===== src/rtl/param_fifo.sv =====
// Single-clock parameterised FIFO with registered or first-word-fall-through read data,
// registered occupancy flags and sticky overflow/underflow error flags.
module param_fifo #(
  parameter int unsigned WIDTH    = 8,
  parameter int unsigned DEPTH    = 16,
  parameter int unsigned FWFT     = 0,
  parameter int unsigned AF_LEVEL = DEPTH - 2,
  parameter int unsigned AE_LEVEL = 2
) (
  input  logic                     clk,
  input  logic                     reset,
  input  logic                     flush,
  input  logic                     write_en,
  input  logic [WIDTH-1:0]         write_data,
  input  logic                     read_en,
  output logic [WIDTH-1:0]         read_data,
  output logic                     full,
  output logic                     empty,
  output logic                     almost_full,
  output logic                     almost_empty,
  output logic [$clog2(DEPTH):0]   count,
  output logic                     overflow,
  output logic                     underflow
);

  localparam int unsigned AW = $clog2(DEPTH);
  localparam int unsigned CW = AW + 1;

  localparam logic [CW-1:0] DepthCnt = CW'(DEPTH);
  localparam logic [CW-1:0] AfCnt    = CW'(AF_LEVEL);
  localparam logic [CW-1:0] AeCnt    = CW'(AE_LEVEL);

  logic [WIDTH-1:0] mem_q [DEPTH];

  logic [AW-1:0]    wr_ptr_q, wr_ptr_d;
  logic [AW-1:0]    rd_ptr_q, rd_ptr_d;
  logic [CW-1:0]    count_q, count_d;
  logic             full_q, full_d;
  logic             empty_q, empty_d;
  logic             afull_q, afull_d;
  logic             aempty_q, aempty_d;
  logic             ovf_q, ovf_d;
  logic             unf_q, unf_d;
  logic [WIDTH-1:0] rdata_q, rdata_d;

  logic rd_acc;
  logic wr_acc;

  // A read frees a slot at the same edge, so a full FIFO still accepts a paired write.
  always_comb begin
    rd_acc = !flush && read_en && !empty_q;
    wr_acc = !flush && write_en && (!full_q || rd_acc);
  end

  always_comb begin
    wr_ptr_d = wr_ptr_q;
    rd_ptr_d = rd_ptr_q;
    count_d  = count_q;
    ovf_d    = ovf_q;
    unf_d    = unf_q;
    rdata_d  = rdata_q;

    if (flush) begin
      wr_ptr_d = '0;
      rd_ptr_d = '0;
      count_d  = '0;
      ovf_d    = 1'b0;
      unf_d    = 1'b0;
    end else begin
      if (wr_acc) wr_ptr_d = wr_ptr_q + 1'b1;
      if (rd_acc) rd_ptr_d = rd_ptr_q + 1'b1;

      unique case ({wr_acc, rd_acc})
        2'b10:   count_d = count_q + 1'b1;
        2'b01:   count_d = count_q - 1'b1;
        default: count_d = count_q;
      endcase

      if (write_en && full_q && !rd_acc) ovf_d = 1'b1;
      if (read_en && empty_q)            unf_d = 1'b1;

      if (FWFT == 0) begin
        if (rd_acc) rdata_d = mem_q[rd_ptr_q];
      end else if (count_d != '0) begin
        // The next head is the word being written this edge when nothing older remains.
        if (wr_acc && (rd_ptr_d == wr_ptr_q)) rdata_d = write_data;
        else                                  rdata_d = mem_q[rd_ptr_d];
      end
    end

    full_d   = (count_d == DepthCnt);
    empty_d  = (count_d == '0);
    afull_d  = (count_d >= AfCnt);
    aempty_d = (count_d <= AeCnt);
  end

  always_ff @(posedge clk or negedge reset) begin
    if (!reset) begin
      wr_ptr_q <= '0;
      rd_ptr_q <= '0;
      count_q  <= '0;
      full_q   <= 1'b0;
      empty_q  <= 1'b1;
      afull_q  <= 1'b0;
      aempty_q <= 1'b1;
      ovf_q    <= 1'b0;
      unf_q    <= 1'b0;
      rdata_q  <= '0;
    end else begin
      wr_ptr_q <= wr_ptr_d;
      rd_ptr_q <= rd_ptr_d;
      count_q  <= count_d;
      full_q   <= full_d;
      empty_q  <= empty_d;
      afull_q  <= afull_d;
      aempty_q <= aempty_d;
      ovf_q    <= ovf_d;
      unf_q    <= unf_d;
      rdata_q  <= rdata_d;
    end
  end

  // Storage is deliberately left out of reset.
  always_ff @(posedge clk) begin
    if (wr_acc) mem_q[wr_ptr_q] <= write_data;
  end

  always_comb begin
    read_data    = rdata_q;
    full         = full_q;
    empty        = empty_q;
    almost_full  = afull_q;
    almost_empty = aempty_q;
    count        = count_q;
    overflow     = ovf_q;
    underflow    = unf_q;
  end

endmodule


===== config.mk =====
export PLATFORM = sky130hd
export DESIGN_NAME = param_fifo
export DESIGN_NICKNAME = d
export VERILOG_FILES = /design/src/rtl/param_fifo.sv
export SDC_FILE = /design/constraint.sdc
export NUM_CORES = 1
export LEC_CHECK = 0
export CAP_MARGIN = 20
export CELL_PAD_IN_SITES_DETAIL_PLACEMENT = 0
export CELL_PAD_IN_SITES_GLOBAL_PLACEMENT = 2
export CORE_ASPECT_RATIO = 1.5
export CORE_MARGIN = 5
export CORE_UTILIZATION = 41
export DETAILED_ROUTE_END_ITERATION = 16
export GPL_TIMING_DRIVEN = 0
export PLACE_DENSITY_LB_ADDON = 0.1
export SLEW_MARGIN = 20
export SYNTH_ARGS = -nofsm -noshare
export SYNTH_HDL_FRONTEND = slang
export SYNTH_SLANG_ARGS = --single-unit

===== constraint.sdc =====
create_clock -name clk -period 3.34 [get_ports clk]
set_clock_uncertainty 0.1 [all_clocks]
set_input_delay 0.334 -clock clk [delete_from_list [all_inputs] [get_ports clk]]
set_output_delay 0.334 -clock clk [all_outputs]
set_load 0.02 [all_outputs]

# Word-level counts from Yosys, hierarchy flattened
# Memory sizes are Yosys's and may differ from the RTL's. A register that Yosys moved wholly into a read port is not among the register bits.
# Index checks and enable logic that the tools add are counted.
word_totals:
  register_bits: 19
  ram_bits: 128
  in_bits: 13
  output_inout_bits: 19
  word_cells: 51
  mem_count: 1
memory_table:
  columns: ["memory", "depth", "word_bits", "read_ports", "rd_ports_with_merged_regs", "write_ports", "line_no", "source"]
  rows:
  - ["mem_q", 16, 8, 1, 1, 1, "33", "logic [WIDTH-1:0] mem_q [DEPTH];"]
classes:
  addsub: 4
  order_cmp: 2
  eq_ne: 3
  mux: 12
  n_bitwise: 1
  n_reduce_logical: 19
op_table:
  columns: ["operator", "count"]
  rows:
  - ["$mux 4", 4]
  - ["$pmux 5 s2", 1]
  - ["$add 4x1->4 const B", 2]
  - ["$reduce_bool 2->1", 4]
  - ["$logic_and 1x1->1", 7]
  - ["$mux 1", 6]
  - ["$add 5x1->5 const B", 1]
  - ["$eq 5x5->1 const B", 1]
  - ["$ge 5x4->1 const B", 1]
  - ["$le 5x2->1 const B", 1]
  - ["$logic_not 1->1", 5]
  - ["$logic_not 5->1", 1]
  - ["$mux 5", 1]
  - ["$sub 5x1->5 const B", 1]
  - ["$eq 2x1->1 const B", 1]
  - ["$eq 2x2->1 const B", 1]
  - ["$reduce_and 2->1", 1]
  - ["$logic_or 1x1->1", 1]
  - ["$not 1->1", 1]

# Depth between registers and ports, before layout
# Gate-level depths: netlist of the first run.
logic_depth:
  word_depth: 9
  depth_mapped: 13
  depth_no_buf: 11

# Least setup slack after synthesis of the first run
# OpenSTA, ideal clock, no wires.
synth_path:
  kind: "reg2reg"
  from: "register empty_q (netlist: empty)"
  to: "register empty_q (netlist: empty)"
  setup_ns: 0.097
  t_arrival_ns: 3.318
  setup_slack_ns: -0.174
  path_stages_with_launch: 14
  synth_period_minus_slack_ns: 3.514
  path_cell_list: "dfstp_2 > nor2b_1 > nand2b_1 > clkbuf_1 > buf_1 > inv_1 > ha_1 > xor2_1 > ha_1 > or3b_2 > a32oi_1 > mux2i_1 > inv_1 > nor4_1"
synth_between:
  elab_chain_cells: 8
synth_rtl:
  columns: ["item", "line_no", "source"]
  rows:
  - ["start: declaration", "39", "logic empty_q, empty_d;"]
  - ["start signal: assignment", "114", "empty_q <= empty_d;"]
  - ["$logic_not 1->1 (*)", "51", "rd_acc = !flush && read_en && !empty_q;"]
  - ["$logic_and 1x1->1 (*)", "51", null]
  - ["$logic_or 1x1->1", "52", "wr_acc = !flush && write_en && (!full_q || rd_acc);"]
  - ["$logic_and 1x1->1", "52", null]
  - ["$eq 2x1->1 or $eq 2x2->1 (tied branches)", "73", "unique case ({wr_acc, rd_acc})"]
  - ["$pmux 5 s2 (*)", "73", null]
  - ["$mux 5 (*)", "63", "if (flush) begin"]
  - ["net count_d[4]", "37", "logic [CW-1:0] count_q, count_d;"]
  - ["$logic_not 5->1 (*)", "92", "empty_d = (count_d == '0);"]
  - ["net empty_d", "39", null]
# The timed path passes the listed nets; every way through them passes the cells marked *.
# A chain may end at the register's enable or synchronous reset.

# Worst setup path in the final report of the first run
layout_path:
  from: "register empty_q (netlist: empty)"
  to: "register empty_q (netlist: empty)"
layout_between:
  elab_chain_cells: 8
layout_rtl:
  columns: ["item", "line_no"]
  rows:
  - ["$logic_not 1->1 (*)", "51"]
  - ["$logic_and 1x1->1 (*)", "51"]
  - ["$logic_or 1x1->1", "52"]
  - ["$logic_and 1x1->1", "52"]
  - ["$eq 2x1->1 or $eq 2x2->1 (tied branches)", "73"]
  - ["$pmux 5 s2 (*)", "73"]
  - ["$mux 5 (*)", "63"]
  - ["$logic_not 5->1 (*)", "92"]
  - ["net empty_d", "39"]
# Marked as above.

==> flow_metrics.env, run 1 <==
export IMPL_syn_avg_cell_area_sq_um=18.4
export IMPL_syn_instance_count=347
export IMPL_clkTransAtPathRegs_ns=0.06
export IMPL_synth_warnings=0
export IMPL_vias_per_cell=5.32
export IMPL_h_tree_depth=4
export IMPL_synth_flop_cell="edfxtp_1"
export IMPL_fmax_mhz=319
export IMPL_synthMuxAreaShare_pct=15.1
export IMPL_drt_pass1_iter_count=4
export IMPL_io_buffers=31
export IMPL_synth_nets=368
export IMPL_synth_fa_ha_area_share_pct=1.57
export IMPL_cp_data_arrival_time_ns=3.36
export IMPL_crit_required_ns=3.56
export IMPL_rows=55
export IMPL_powerDensity_nw_per_um2=618
export IMPL_finalSetupViolCount=0
export IMPL_vias=3281
export IMPL_multiInputGateArea_sq_um=1790
export IMPL_routedWlPerCell_um=22.7
export IMPL_synth_edff_count=128
export IMPL_fin_util_pct=50.5
export IMPL_cap_violations=0
export IMPL_cts_made_buffers=17
export IMPL_drc=0
export IMPL_drt_iter0_drc=202
export IMPL_peakVddDrop_mv=0.387
export IMPL_final_nets=426
export IMPL_antenna_cells=0
export IMPL_clock_sinks=155
export IMPL_grt_pass1_wl_mm=21.6
export IMPL_die_y_um=163
export IMPL_worst_hold_path_type="input port to asynchronous set/reset pin"
export IMPL_hold_violations=0
export IMPL_synth_xor_area_share_pct=1.24
export IMPL_core_sq_um=15200
export IMPL_grt_overflow=0
export IMPL_grtUsageTotal_pct=16.4
export IMPL_path_max_fanout=7
export IMPL_area_delta_synth_final_pct=20.4
export IMPL_synth_top_family_by_area="multiplexers"
export IMPL_num_fill_cells=1292
export IMPL_period_share_pct=94.0
export IMPL_whs_ns=0.128
export IMPL_grt_max_degree=27
export IMPL_synth_simple_area_share_pct=5.81
export IMPL_synth_compound_area_share_pct=2.99
export IMPL_slew_violations=0
export IMPL_setup_tns_ns=0
export IMPL_dp_hpwl_mm=9.63
export IMPL_ys_ff_latch=155
export IMPL_worst_slew_pin_slew_ns=0.946
export IMPL_synth_distinct_cells=40
export IMPL_grt_pass1_vias=3602
export IMPL_crit_path_end_kind="flop"
export IMPL_die_area_sq_um=18200
export IMPL_cts_root_buffer="clkbuf_16"
export IMPL_place_congestion=0.707
export IMPL_ant_nets=0
export IMPL_place_ws_ns=-1.07
export IMPL_async_reset_ff_share_pct=17.4
export IMPL_ys_seq_area_share_pct=71.0
export IMPL_cts_tree="built"
export IMPL_start_util_pct=41.9
export IMPL_antenna_found_initial=0
export IMPL_num_io_pins=32
export IMPL_clkLatencyLatePin_ns=0.42
export IMPL_p_leak_nw=2.67
export IMPL_crit_type="flop to flop"
export IMPL_synth_area_sq_um=6370
export IMPL_fin_crit_ns=3.14
export IMPL_timing_final_ws_setup_ns=0.200
export IMPL_rsz0062_at_grt="no"
export IMPL_drt_wl_total_mm=14.0
export IMPL_outcome="complete, no violations"
export IMPL_slew_headroom_pct=36.7
export IMPL_total_power_mw=4.75
export IMPL_die_w_um=112
export IMPL_drive_gt1_share_pct=23.4
export IMPL_cts_buffer_depth=2
export IMPL_startpoint_type="flop"
export IMPL_regArea_sq_um=4520
==> metal layers <==
metal	track usage [%]	vias up	wire length [um]
met1	18.9	1709	5660
met5	0	-	0
met2	30.4	62	7730
met4	4.70	0	222
li1	-	1499	-
met3	3.57	11	375
==> stage by stage <==
| stage | cells | cell area (sq um) |
|---|---|---|
| 2_1_floorplan | 347 | 6370 |
| 3_3_place_gp | 577 | 6930 |
| 3_5_place_dp | 579 | 6980 |
| 4_1_cts | 614 | 7620 |
| 5_1_grt | 617 | 7670 |
| 6_report | 617 | 7670 |
==> what timing repair did <==
| item | 4_1_cts | 5_1_grt |
|---|---|---|
| gates resized for setup | 13 | 9 |
| setup endpoints to repair | 5 | 3 |
| hold buffers | 1 | 0 |
| hold endpoints to repair | 25 | 0 |
| buffers inserted | 2 | 3 |
| pin swaps | 1 | 3 |
==> worst max-delay path, stage by stage (launching register included) <==
cell      delay [ns]
dfstp_2         0.39
nand2b_2        0.23
a211oi_4        0.29
inv_2           0.15
ha_4            0.21
xor2_1          0.16
ha_2            0.19
a21oi_1         0.16
mux2i_1         0.29
mux2i_2         0.30
o211ai_1        0.23
nor4_4          0.34
==> synth_stat cells, types with 2 or more instances <==
| cell type | count | area [sq um] |
|---|---|---|
| edfxtp_1 | 128 | 3840 |
| dfrtp_1 | 25 | 626 |
| mux4_2 | 24 | 541 |
| nor2_1 | 21 | 78.8 |
| nor3_1 | 14 | 70.1 |
| inv_1 | 12 | 45.0 |
| mux2i_1 | 12 | 120 |
| and3_1 | 11 | 68.8 |
| clkbuf_1 | 10 | 37.5 |
| a221o_1 | 8 | 80.1 |
| ha_1 | 8 | 100 |
| mux2_2 | 8 | 90.1 |
| mux4_1 | 8 | 210 |
| nand2_1 | 6 | 22.5 |
| nor2b_1 | 6 | 37.5 |
| a21oi_1 | 5 | 25.0 |
| xor2_1 | 5 | 43.8 |
| nand2b_1 | 4 | 25.0 |
| xnor2_1 | 4 | 35.0 |
| buf_6 | 3 | 33.8 |
| buf_1 | 2 | 7.51 |
| dfstp_2 | 2 | 52.6 |
| nand4_1 | 2 | 12.5 |
| nor4_1 | 2 | 12.5 |
| o211ai_1 | 2 | 15.0 |
==> path summary, 6_finish.rpt <==
kind                           start   endpoint  slack, ns  cells past startpoint
min reg2reg                underflow  underflow       0.40                      2
min in group clk             read_en  underflow       0.16                      3
max                            empty      empty       0.20                     11
max in group asynchronous      reset      empty       2.59                      3
max reg2reg                    empty      empty       0.20                     11
min                            reset   count[2]       0.13                      2
==> logic make-up after synthesis <==
group | count (synthesis)
AO/OA/AOI/OAI | 23
flip-flops | 155
buffers and inverters | 29
AND/OR/NAND/NOR | 71
multiplexers | 52
XOR/XNOR | 9
adder cells (fa/ha/maj) | 8
==> flip-flops by register name, summed over array words and instances (netlist names) <==
signal	cells
underflow	1
almost_full	1
overflow	1
rd_ptr_q	4
full	1
wr_ptr_q	4
read_data	8
empty	1
count	5
mem_q	128
almost_empty	1
==> final cells by class <==
| cell class | instances | share of cell area [%] |
|---|---|---|
| Buffer | 17 | 1.60 |
| Sequential cell | 155 | 58.9 |
| Timing Repair Buffer | 39 | 5.02 |
| Clock buffer | 19 | 5.90 |
| Clock inverter | 13 | 1.39 |
| Multi-Input combinational cell | 163 | 23.3 |
| Tap cell | 199 | 3.24 |
| Inverter | 12 | 0.587 |
==> placed cells by master, fill, tap and decap left out, types with 9 or more instances in the layout <==
cell / count
and3_1: 11
clkbuf_1: 9
clkbuf_16: 17
clkdlybuf4s50_1: 28
dfrtp_1: 25
edfxtp_1: 128
inv_1: 11
mux2i_1: 11
mux4_2: 24
nor2_1: 21
nor3_1: 10
==> power by group <==
part	internal, mW	total, mW	leakage, nW	switching, mW
combinational	0.360	0.712	0.893	0.352
clock	1.01	1.80	0.273	0.791
sequential	2.18	2.23	1.51	0.0544
Note: power is estimated with default switching activity, not from simulation.
==> run 2, diff against run 1 <==
==> constraint.sdc (replaced) <==
create_clock -name clk -period 3.34 [get_ports clk]
set_clock_uncertainty 0.1 [all_clocks]
set_input_delay 0.668 -clock clk [delete_from_list [all_inputs] [get_ports clk]]
set_output_delay 0.668 -clock clk [all_outputs]
set_load 0.02 [all_outputs]
==> run 2 against run 1 <==
Net effect: via count is 1.1% higher; clock power increased by 10%; first-iteration DRC count shrank 38%; non-clock buffer count increased by 8; sequential share of layout area decreased by 0.79 points; sequential power is essentially flat; combinational power grew 0.6%; power grew 3.7%; wire length shrank 0.58%; critical path type is now input port to flop; largest power group unchanged.
==> flow_metrics.env, run 2 (synthesis gave the netlist of run 1 again) <==
export IMPL_period_share_pct=95.7
export IMPL_dp_hpwl_mm=9.72
export IMPL_largest_reg_flops=128
export IMPL_grtUsageTotal_pct=16.1
export IMPL_total_power_mw=4.92
export IMPL_fin_area_sq_um=7780
export IMPL_die_area_sq_um=18200
export IMPL_die_y_um=163
export IMPL_cts_root_buffer="clkbuf_16"
export IMPL_grt_pass1_wl_mm=21.6
export IMPL_cts_tree="built"
export IMPL_routedWlPerCell_um=22.3
export IMPL_num_fill_cells=1256
export IMPL_vias_per_cell=5.31
export IMPL_die_w_um=112
export IMPL_antenna_cells=0
export IMPL_multiInputGateArea_sq_um=1800
export IMPL_whs_ns=0.199
export IMPL_rr_worst_depth=13
export IMPL_fmax_mhz=313
export IMPL_h_tree_depth=4
export IMPL_grt_max_degree=28
export IMPL_cp_data_arrival_time_ns=3.40
export IMPL_antenna_found_initial=0
export IMPL_clkLatencyLatePin_ns=0.41
export IMPL_drt_pass1_iter_count=4
export IMPL_slew_headroom_pct=45.3
export IMPL_final_nets=434
export IMPL_worst_hold_path_type="input port to asynchronous set/reset pin"
export IMPL_drive_gt1_share_pct=25.8
export IMPL_detailed_place_area_sq_um=7000
export IMPL_crit_type="input port to flop"
export IMPL_io_buffers=31
export IMPL_rows=55
export IMPL_regArea_sq_um=4520
export IMPL_ant_nets=0
export IMPL_drc=0
export IMPL_vias=3316
export IMPL_most_common_layout_cells="edfxtp_1 (128), clkdlybuf4s50_1 (28), dfrtp_1 (25)"
export IMPL_regMostFlops="mem_q"
export IMPL_worst_slew_pin_slew_ns=0.821
export IMPL_finalSetupViolCount=0
export IMPL_num_io_pins=32
export IMPL_p_leak_nw=2.72
export IMPL_cts_made_buffers=17
export IMPL_startpoint_type="input port"
export IMPL_area_delta_synth_final_pct=22.1
export IMPL_crit_path_end_kind="flop"
export IMPL_crit_required_ns=3.55
export IMPL_drt_wl_total_mm=13.9
export IMPL_slew_violations=0
export IMPL_hold_violations=0
export IMPL_clock_sinks=155
export IMPL_fin_util_pct=51.1
export IMPL_outcome="complete, no violations"
export IMPL_drt_iter0_drc=125
export IMPL_core_sq_um=15200
export IMPL_grt_pass1_vias=3596
export IMPL_rsz0062_at_grt="no"
export IMPL_fin_crit_ns=3.20
export IMPL_clkTransAtPathRegs_ns=0.06
export IMPL_grt_overflow=0
export IMPL_path_max_fanout=5
export IMPL_powerDensity_nw_per_um2=633
export IMPL_start_util_pct=41.9
export IMPL_cap_violations=0
export IMPL_cts_buffer_depth=2
export IMPL_mostFrequentLayoutCell="edfxtp_1"
export IMPL_place_congestion=0.726
export IMPL_peakVddDrop_mv=0.349
-- run 2: cell count changes in the layout (fill, tap and decap cells not counted), moves of 2 or more --
cell,delta
dlymetal6s2s_1,-2
bufinv_16,+3
clkinv_2,-2
buf_6,+2
buf_4,+7
clkbuf_2,+2
-- run 2: metal layers --
layer  vias to the layer above  track usage, %  wire length (um)
li1                       1520               -                 -
met1                      1731            19.9              5810
met3                        11            3.42               322
met2                        54            28.5              7620
met5                         -               0                 0
met4                         0            4.76               157
-- run 2: path summary, 6_finish.rpt --
check / from / end / slack [ns]
max: write_en / empty / 0.14
min: reset / count[3] / 0.20
max reg2reg: empty / empty / 0.23
min reg2reg: overflow / overflow / 0.40
max in group asynchronous: reset / read_data[4] / 2.49
min in group clk: overflow / overflow / 0.40
-- run 2: worst max-delay path, cell delays in order --
cell             delay (ns)
clkdlybuf4s50_1        0.48
inv_1                  0.06
a211oi_2               0.25
inv_2                  0.11
ha_4                   0.19
xor2_1                 0.16
ha_2                   0.20
a21oi_1                0.16
mux2i_1                0.28
mux2i_2                0.29
o211ai_1               0.20
nor4_2                 0.35
-- run 2: area by class of cell --
type / instances / share of cell area, %
Sequential cell: 155 / 58.1
Multi-Input combinational cell: 163 / 23.1
Clock buffer: 18 / 5.52
Timing Repair Buffer: 47 / 5.49
Tap cell: 199 / 3.20
Clock inverter: 14 / 2.35
Buffer: 17 / 1.61
Inverter: 12 / 0.579
-- run 2: through the flow --
step,cells,TNS [ns],setup WS (ns)
after floorplan,347,0,0.0141
after CTS,618,0,0.0394
after global routing,625,0,0.0478
after global placement,577,-27.04,-1.09
final,625,0,0.145
after detailed placement,580,-5.69,-1.16
-- run 2: power breakdown --
group / switching [mW] / internal, mW / leakage (nW)
clock: 0.783 / 1.19 / 0.289
combinational: 0.348 / 0.368 / 0.922
sequential: 0.0509 / 2.18 / 1.51
-- run 2: repair_timing --
| item | 4_1_cts | 5_1_grt |
|---|---|---|
| setup endpoints to repair | 6 | 4 |
| pin swaps | 3 | 4 |
| hold buffers | 0 | 0 |
| gates resized for setup | 15 | 7 |
| setup buffers | 6 | 7 |
